<file path="src/rtl/regfile_wb_scheduler_pkg.sv">
// Shared widths and requester ids for the GPR writeback scheduler.
package regfile_wb_scheduler_pkg;
    localparam int XLEN   = 32;
    localparam int REG_AW = 5;
    localparam int NREG   = 2 ** REG_AW;

    localparam logic REQ_ALU = 1'b0;
    localparam logic REQ_LSU = 1'b1;
endpackage

</file>
<file path="src/rtl/regfile_wb_scheduler_rr_arbiter2.sv">
// Two-way round-robin arbiter: combinational grant, rr_last flop moves only on conflicts.
import regfile_wb_scheduler_pkg::*;

module rr_arbiter2 (
    input  logic       clk,
    input  logic       rst,
    input  logic [1:0] req,
    output logic [1:0] gnt
);
    logic rr_last;
    logic conflict;

    assign conflict = req[REQ_ALU] & req[REQ_LSU];

    always_comb begin
        gnt = req;
        if (conflict) begin
            gnt = '0;
            if (rr_last == REQ_LSU) gnt[REQ_ALU] = 1'b1;
            else                    gnt[REQ_LSU] = 1'b1;
        end
    end

    // Reset to LSU so the first conflict after reset goes to the ALU.
    always_ff @(posedge clk or posedge rst) begin
        if (rst) begin
            rr_last <= REQ_LSU;
        end else if (conflict) begin
            rr_last <= gnt[REQ_LSU] ? REQ_LSU : REQ_ALU;
        end
    end
endmodule

</file>
<file path="src/rtl/regfile_wb_scheduler.sv">
// GPR write-port owner: pending-destination scoreboard, hazard stall, ALU/LSU
// writeback arbitration onto a single registered write port.
import regfile_wb_scheduler_pkg::*;

module regfile_wb_scheduler (
    input  logic              clk,
    input  logic              rst,
    input  logic              issue_valid,
    input  logic [REG_AW-1:0] issue_rd,
    input  logic [REG_AW-1:0] issue_rs1,
    input  logic [REG_AW-1:0] issue_rs2,
    output logic              issue_ready,
    input  logic              alu_wb_valid,
    input  logic [REG_AW-1:0] alu_wb_addr,
    input  logic [XLEN-1:0]   alu_wb_data,
    output logic              alu_wb_ready,
    input  logic              lsu_wb_valid,
    input  logic [REG_AW-1:0] lsu_wb_addr,
    input  logic [XLEN-1:0]   lsu_wb_data,
    output logic              lsu_wb_ready,
    output logic              rf_wen,
    output logic [REG_AW-1:0] rf_waddr,
    output logic [XLEN-1:0]   rf_wdata,
    output logic [NREG-1:0]   busy_o,
    output logic              wb_err
);
    logic [NREG-1:0]   busy;
    logic [NREG-1:0]   busy_nxt;
    logic [1:0]        req;
    logic [1:0]        gnt;
    logic              wb_hs;
    logic [REG_AW-1:0] wb_addr;
    logic [XLEN-1:0]   wb_data;

    assign req[REQ_ALU] = alu_wb_valid;
    assign req[REQ_LSU] = lsu_wb_valid;

    rr_arbiter2 u_arb (
        .clk (clk),
        .rst (rst),
        .req (req),
        .gnt (gnt)
    );

    assign alu_wb_ready = gnt[REQ_ALU];
    assign lsu_wb_ready = gnt[REQ_LSU];
    assign wb_hs        = |gnt;
    assign wb_addr      = gnt[REQ_LSU] ? lsu_wb_addr : alu_wb_addr;
    assign wb_data      = gnt[REQ_LSU] ? lsu_wb_data : alu_wb_data;

    assign issue_ready = !(busy[issue_rs1] | busy[issue_rs2] | busy[issue_rd]);
    assign busy_o      = busy;

    // Clear follows the visible write by one edge so a stalled reader unstalls
    // exactly when the new value is in the register file.
    always_comb begin
        busy_nxt = busy;
        if (rf_wen) busy_nxt[rf_waddr] = 1'b0;
        if (issue_valid && issue_ready && (issue_rd != '0)) busy_nxt[issue_rd] = 1'b1;
        busy_nxt[0] = 1'b0;
    end

    always_ff @(posedge clk or posedge rst) begin
        if (rst) begin
            busy     <= '0;
            rf_wen   <= 1'b0;
            rf_waddr <= '0;
            rf_wdata <= '0;
            wb_err   <= 1'b0;
        end else begin
            busy <= busy_nxt;
            if (wb_hs) begin
                rf_wen   <= (wb_addr != '0);
                rf_waddr <= wb_addr;
                rf_wdata <= wb_data;
                if ((wb_addr != '0) && !busy[wb_addr]) wb_err <= 1'b1;
            end else begin
                rf_wen <= 1'b0;
            end
        end
    end
endmodule

</file>
<file path="config.mk">
export PLATFORM = sky130hd
export DESIGN_NAME = regfile_wb_scheduler
export DESIGN_NICKNAME = d
export VERILOG_FILES = /design/src/rtl/regfile_wb_scheduler_pkg.sv /design/src/rtl/regfile_wb_scheduler_rr_arbiter2.sv /design/src/rtl/regfile_wb_scheduler.sv
export SDC_FILE = /design/constraint.sdc
export NUM_CORES = 1
export LEC_CHECK = 0
export CORE_MARGIN = 8
export CORE_UTILIZATION = 47
export CTS_CLUSTER_SIZE = 8
export DETAILED_ROUTE_END_ITERATION = 12
export PLACE_DENSITY = 0.9
export SYNTH_ARGS = -nofsm -noshare
export SYNTH_HDL_FRONTEND = slang
export SYNTH_SLANG_ARGS = --single-unit
export TNS_END_PERCENT = 1
</file>
<file path="constraint.sdc">
create_clock -name clk -period 3.6 [get_ports clk]
set_clock_uncertainty 0.1 [all_clocks]
set_input_delay 0.54 -clock clk [delete_from_list [all_inputs] [get_ports clk]]
set_output_delay 0.54 -clock clk [all_outputs]
set_load 0.02 [all_outputs]
</file>
==> flow_metrics.env, run 1 <==
export IMPL_synth_seq_cells=71
export IMPL_period_share=0.969
export IMPL_synth_warnings=0
export IMPL_maxCapViolCount=0
export IMPL_post_route_cell_area_sq_mm=0.00719
export IMPL_min_path_type="input pin to async pin"
export IMPL_placed_cell_area_sq_mm=0.00695
export IMPL_worst_r2r_cell_count=7
export IMPL_fin_total_pwr_mw=4.83
export IMPL_wirelength_mm=18.7
export IMPL_wl_per_cell_um=21.8
export IMPL_synth_nets=632
export IMPL_areaGrowthSynthToFinish_pct=45.2
export IMPL_slowest_stage="or4_4"
export IMPL_synth_area_leader_cell="dfrtp_1"
export IMPL_gr_total_overflow=0
export IMPL_root_buffer="clkbuf_8"
export IMPL_p_leak_nw=2.89
export IMPL_grt_busiest_layer="met2"
export IMPL_portBuffers=166
export IMPL_grt_usage=0.257
export IMPL_initial_core_util=0.482
export IMPL_cts_hold_buf=0
export IMPL_startpoint="issue_rd[3]"
export IMPL_cts_sinks=71
export IMPL_synth_edf_count=0
export IMPL_grt_pass1_vias=5661
export IMPL_syn_cell_area_sq_mm=0.00495
export IMPL_status="complete, no violations"
export IMPL_grt_pass1_wl_mm=29.5
export IMPL_rsz0062_at_grt="false"
export IMPL_critPathMaxFanout=4
export IMPL_use_met2=0.421
export IMPL_die_w_um=119
export IMPL_path_buf_inv=2
export IMPL_avgSynthCellArea_sq_um=9.20
export IMPL_drtIter0Drc=573
export IMPL_clk_pin_slew_worst_paths_ns=0.07
export IMPL_cpPeakStageDelay_ns=0.54
export IMPL_post_route_drc_count=0
export IMPL_postSynth_asyncResetShare=1.00
export IMPL_synth_cell_types=59
export IMPL_die_h_um=119
export IMPL_grt_max_degree=71
export IMPL_h_tree_depth=3
export IMPL_drv_slew=0
export IMPL_required_ns=2.96
export IMPL_pin_count=168
export IMPL_ir_drop_mv=0.328
export IMPL_dp_hpwl_mm=13.7
export IMPL_arrival_ns=2.85
export IMPL_cts_made_buffers=9
export IMPL_fin_util=0.700
export IMPL_p_per_area_mw_per_mm2=672
export IMPL_final_net_count=810
export IMPL_worst_slack_ns=0.113
export IMPL_via_per_inst=6.44
export IMPL_yosysSeqAreaShare=0.359
export IMPL_cts_path_max_buffers=2
export IMPL_critPathCaptureType="output pin"
export IMPL_insertion_delay_ns=0.34
export IMPL_post_place_ws_ns=-0.634
export IMPL_synthTopCellsByArea="dfrtp_1 35%, mux2i_1 7.7%, a21oi_1 7.3%"
export IMPL_crit_type="input pin to output pin"
export IMPL_via_count=5521
export IMPL_hold_viol_final=0
export IMPL_fin_cells=857
export IMPL_setup_violations_final=0
export IMPL_fillers=787
export IMPL_gp_congestion=0.997
export IMPL_num_rows=37
export IMPL_diodes=0
export IMPL_holdWs_ns=0.286
export IMPL_setup_tns_final_ns=0
export IMPL_die_area_sq_mm=0.0141
export IMPL_ant_nets=0
export IMPL_met1_usage=0.287
export IMPL_post_place_cells=841
export IMPL_slew_headroom=0.621
export IMPL_path_cells="clkdlybuf4s50_1 > and3b_1 > a22o_1 > or4_4 > a2111oi_4 > o311ai_4 > nor2_2 > buf_4"
export IMPL_crit_family="simple AND/OR/NAND/NOR gates"
export IMPL_fmax_mhz=287
export IMPL_cts_tree="done"
export IMPL_layout_drive_gt1_share=0.143
export IMPL_cts_setup_buffers=0
export IMPL_grtUsageMet3=0.0952
export IMPL_core_sq_mm=0.0103
export IMPL_r2r_start="busy_o[20]"
export IMPL_syn_instance_count=538
export IMPL_synth_top_cell_area_share=0.354
export IMPL_crit_path_start_kind="input pin"
export IMPL_period_needed_ns=3.49
export IMPL_max_slew_worst_pin_slew_ns=0.553
export IMPL_cp_depth=8
export IMPL_antenna_found_initial=0
export IMPL_firstDrtPassIters=5
export IMPL_synth_flop_cell="dfrtp_1"
==> cell usage in the layout (no fill, tap or decap), types with 2 or more instances in the layout <==
cell,synthesis,final
buf_6,4,2
nor2_1,11,10
nor2b_1,6,6
or3_1,4,4
buf_4,1,47
nand3b_1,10,10
a22oi_1,2,2
o41ai_2,3,3
a2111oi_0,2,2
nand2_1,42,42
mux4_1,3,3
dfrtp_1,70,70
bufinv_16,0,2
a21oi_1,72,72
mux4_2,13,13
clkbuf_8,0,11
mux2_2,4,4
o21ai_0,67,67
a31oi_1,2,2
or4_1,2,2
or3b_2,5,5
and3b_1,2,2
inv_1,10,9
clkinvlp_4,0,2
nand2b_1,32,32
a221oi_1,2,2
o311ai_0,3,3
a211oi_1,6,6
nor3_1,3,3
mux2i_1,38,38
o41ai_1,28,28
and2_1,3,3
o221ai_1,2,2
nand3_1,15,15
clkdlybuf4s50_1,0,162
==> worst paths after layout <==
check,to,slack (ns)
worst max-delay path,issue_ready,0.11
worst min-delay path,rf_wdata[13],0.29
worst max register to register,busy_o[10],0.44
worst min register to register,busy_o[13],0.56
max in group asynchronous,u_arb.rr_last,2.53
min in group clk,busy_o[13],0.56
==> repair_timing <==
item | CTS | global route
resized for setup | 6 | 6
setup endpoints to repair | 1 | 1
hold endpoints to repair | 0 | 0
cloned | 0 | 0
pin swaps | 0 | 1
==> flip-flops by register name (all words and copies together) (netlist names) <==
register and flops:
rf_wen 1, rf_waddr 5, busy_o 31, wb_err 1
rf_wdata 32, u_arb.rr_last 1
==> power by group <==
part	switching, mW	internal, mW
registers	0.325	1.08
clock network	0.303	0.427
logic	1.43	1.26
==> synth_stat cells (all sizes together) (3+ instances only) <==
| cell | n |
|---|---|
| o21ai | 67 |
| buf | 9 |
| o41ai | 31 |
| a21boi | 3 |
| nand3b | 10 |
| nand2b | 32 |
| mux4 | 16 |
| dfrtp | 70 |
| a21oi | 72 |
| nand2 | 42 |
| a211oi | 6 |
| a2111oi | 3 |
| nand3 | 15 |
| mux2 | 4 |
| clkbuf | 39 |
| mux2i | 38 |
| nor2b | 6 |
| or3 | 4 |
| inv | 10 |
| nor3 | 3 |
| or3b | 5 |
| and2 | 3 |
| o311ai | 4 |
| or4 | 3 |
| nor2 | 11 |
==> routing by layer <==
metal	wire, um	vias up
li1	-	2401
met1	6780	2659
met2	8990	386
met3	2200	75
met4	738	0
met5	0	-
==> cells by family after synthesis <==
| logic type | Yosys count | synth area share |
|---|---|---|
| other | 1 | 0.000757 |
| flip-flops | 71 | 0.359 |
| multiplexers | 58 | 0.161 |
| AO/OA/AOI/OAI | 205 | 0.265 |
| buffers and inverters | 58 | 0.0508 |
| XOR/XNOR | 1 | 0.00177 |
| AND/OR/NAND/NOR | 144 | 0.161 |
==> final cells by class <==
type | instances | area [sq um] | share of cell area
Multi-Input combinational cell | 409 | 2930 | 0.408
Timing Repair Buffer | 215 | 2040 | 0.284
Clock inverter | 5 | 80.1 | 0.0111
Sequential cell | 71 | 1780 | 0.247
Tap cell | 136 | 170 | 0.0237
Inverter | 10 | 37.5 | 0.00522
Clock buffer | 11 | 151 | 0.0211
Note: power is estimated with default switching activity, not from simulation.
==> inputs of run 2 (changes only) <==
--- a/config.mk
+++ b/config.mk
@@ -10,6 +10,7 @@
 export CTS_CLUSTER_SIZE = 8
 export DETAILED_ROUTE_END_ITERATION = 12
 export PLACE_DENSITY = 0.9
+export SETUP_SLACK_MARGIN = 0.2
 export SYNTH_ARGS = -nofsm -noshare
 export SYNTH_HDL_FRONTEND = slang
 export SYNTH_SLANG_ARGS = --single-unit
==> run 2 against run 1 <==
Global-route usage grew 0.47 points. First-iteration DRC count grew 0.17%. Sequential power grew 4%. Largest cell class unchanged. Cell area grew 1.3%.
==> flow_metrics.env, run 2 (same netlist as run 1, synthesis figures left out) <==
export IMPL_wirelength_mm=18.8
export IMPL_cts_path_max_buffers=2
export IMPL_portBuffers=166
export IMPL_post_route_drc_count=0
export IMPL_clk_pin_slew_worst_paths_ns=0.08
export IMPL_drv_slew=0
export IMPL_post_place_ws_ns=-0.624
export IMPL_num_rows=37
export IMPL_cts_tree="done"
export IMPL_gp_congestion=0.954
export IMPL_fin_total_pwr_mw=5.03
export IMPL_diodes=0
export IMPL_cts_made_buffers=9
export IMPL_worst_slack_ns=0.318
export IMPL_grt_max_degree=68
export IMPL_die_w_um=119
export IMPL_regArea_sq_mm=0.00178
export IMPL_ir_drop_mv=0.454
export IMPL_drtIter0Drc=574
export IMPL_cts_hold_buf=0
export IMPL_final_net_count=815
export IMPL_final_common_cell="clkdlybuf4s50_1"
export IMPL_root_buffer="clkbuf_8"
export IMPL_gr_total_overflow=0
export IMPL_final_cell_mix="159 x clkdlybuf4s50_1, 72 x a21oi_1, 70 x dfrtp_1"
export IMPL_critPathMaxFanout=3
export IMPL_setup_violations_final=0
export IMPL_arrival_ns=2.64
export IMPL_multi_input_area_sq_mm=0.00294
export IMPL_grt_pass1_vias=5814
export IMPL_largest_register="rf_wdata"
export IMPL_h_tree_depth=3
export IMPL_rsz0062_at_grt="false"
export IMPL_hold_viol_final=0
export IMPL_required_ns=2.96
export IMPL_via_count=5548
export IMPL_status="complete, no violations"
export IMPL_critPathCaptureType="output pin"
export IMPL_core_sq_mm=0.0103
export IMPL_largest_reg_flops=32
export IMPL_grt_pass1_wl_mm=30.1
export IMPL_crit_path_start_kind="input pin"
export IMPL_max_slew_worst_pin_slew_ns=0.565
export IMPL_p_leak_nw=2.94
export IMPL_die_h_um=119
export IMPL_ant_nets=0
export IMPL_antenna_found_initial=0
export IMPL_via_per_inst=6.44
export IMPL_p_per_area_mw_per_mm2=691
export IMPL_slew_headroom=0.612
export IMPL_crit_type="input pin to output pin"
export IMPL_areaGrowthSynthToFinish_pct=47.1
export IMPL_die_area_sq_mm=0.0141
export IMPL_dp_hpwl_mm=13.8
export IMPL_period_needed_ns=3.28
export IMPL_firstDrtPassIters=6
export IMPL_initial_core_util=0.482
export IMPL_layout_drive_gt1_share=0.153
export IMPL_fmax_mhz=305
export IMPL_grt_usage=0.261
export IMPL_cts_sinks=71
export IMPL_pin_count=168
export IMPL_fillers=769
export IMPL_wl_per_cell_um=21.8
export IMPL_insertion_delay_ns=0.35
export IMPL_min_path_type="input pin to async pin"
export IMPL_maxCapViolCount=0
export IMPL_period_share=0.912
[run 2: cell types whose count changed in the layout (fill, tap and decap cells not counted), moves of 2 or more]
| cell | change |
|---|---|
| bufinv_16 | +3 |
| clkinvlp_4 | -2 |
| buf_4 | +5 |
| dlygate4sd2_1 | +3 |
| buf_6 | +2 |
| clkdlybuf4s50_1 | -3 |
| clkbuf_8 | -2 |
[run 2: layout make-up]
| cell class | instances | area share |
|---|---|---|
| clock buffers | 9 | 0.0170 |
| clock inverters | 7 | 0.0230 |
| inverters | 10 | 0.00515 |
| multi-input cells | 409 | 0.403 |
| flip-flops and latches | 71 | 0.244 |
| well taps | 136 | 0.0234 |
| repair buffers | 220 | 0.284 |
[run 2: path summary, 6_finish.rpt]
path | from | to | slack, ns | cells after the start
worst max register to register | busy_o[28] | busy_o[21] | 0.58 | 8
worst min register to register | rf_waddr[0] | rf_waddr[0] | 0.57 | 2
worst max-delay path | issue_rd[0] | issue_ready | 0.32 | 9
worst min-delay path | rst | rf_wdata[13] | 0.30 | 2
max in group asynchronous | rst | u_arb.rr_last | 2.36 | 3
min in group clk | rf_waddr[0] | rf_waddr[0] | 0.57 | 2
[run 2: where the power goes]
group	leakage, nW	internal [mW]	switching (mW)	total (mW)
Clock	0.144	0.604	0.321	0.926
Combinational	1.94	1.26	1.39	2.65
Sequential	0.852	1.08	0.376	1.45
[run 2: layer usage]
metal / track usage / share of wire
met3: 0.0980 / 0.13
met2: 0.424 / 0.47
met4: 0.130 / 0.044
met1: 0.297 / 0.36
met5: 0 / 0
[run 2: per-stage QoR]
stage	std cells	utilization	setup TNS, ns	area (sq um)	hold slack, ns
2_1_floorplan	538	-	0	4950	0.537
3_3_place_gp	841	0.676	-0.655	6940	0.526
3_5_place_dp	841	0.676	-3.23	6940	0.555
4_1_cts	862	0.709	0	7280	0.291
5_1_grt	862	0.709	0	7280	0.300
6_report	862	0.709	0	7280	0.299
[run 2: worst max-delay path: stages]
cell and delay, ns:
buf_6 0.09, buf_6 0.11, mux4_2 0.49, nor2b_1 0.14
or4_4 0.54, a2111oi_4 0.26, o311ai_4 0.16, nor2_2 0.18
buf_6 0.14
[run 2: timing repair]
| action | 4_1_cts | 5_1_grt |
|---|---|---|
| pin swaps | 5 | 1 |
| resized for setup | 22 | 0 |
| setup buffers | 5 | 0 |
| setup endpoints to repair | 4 | 1 |
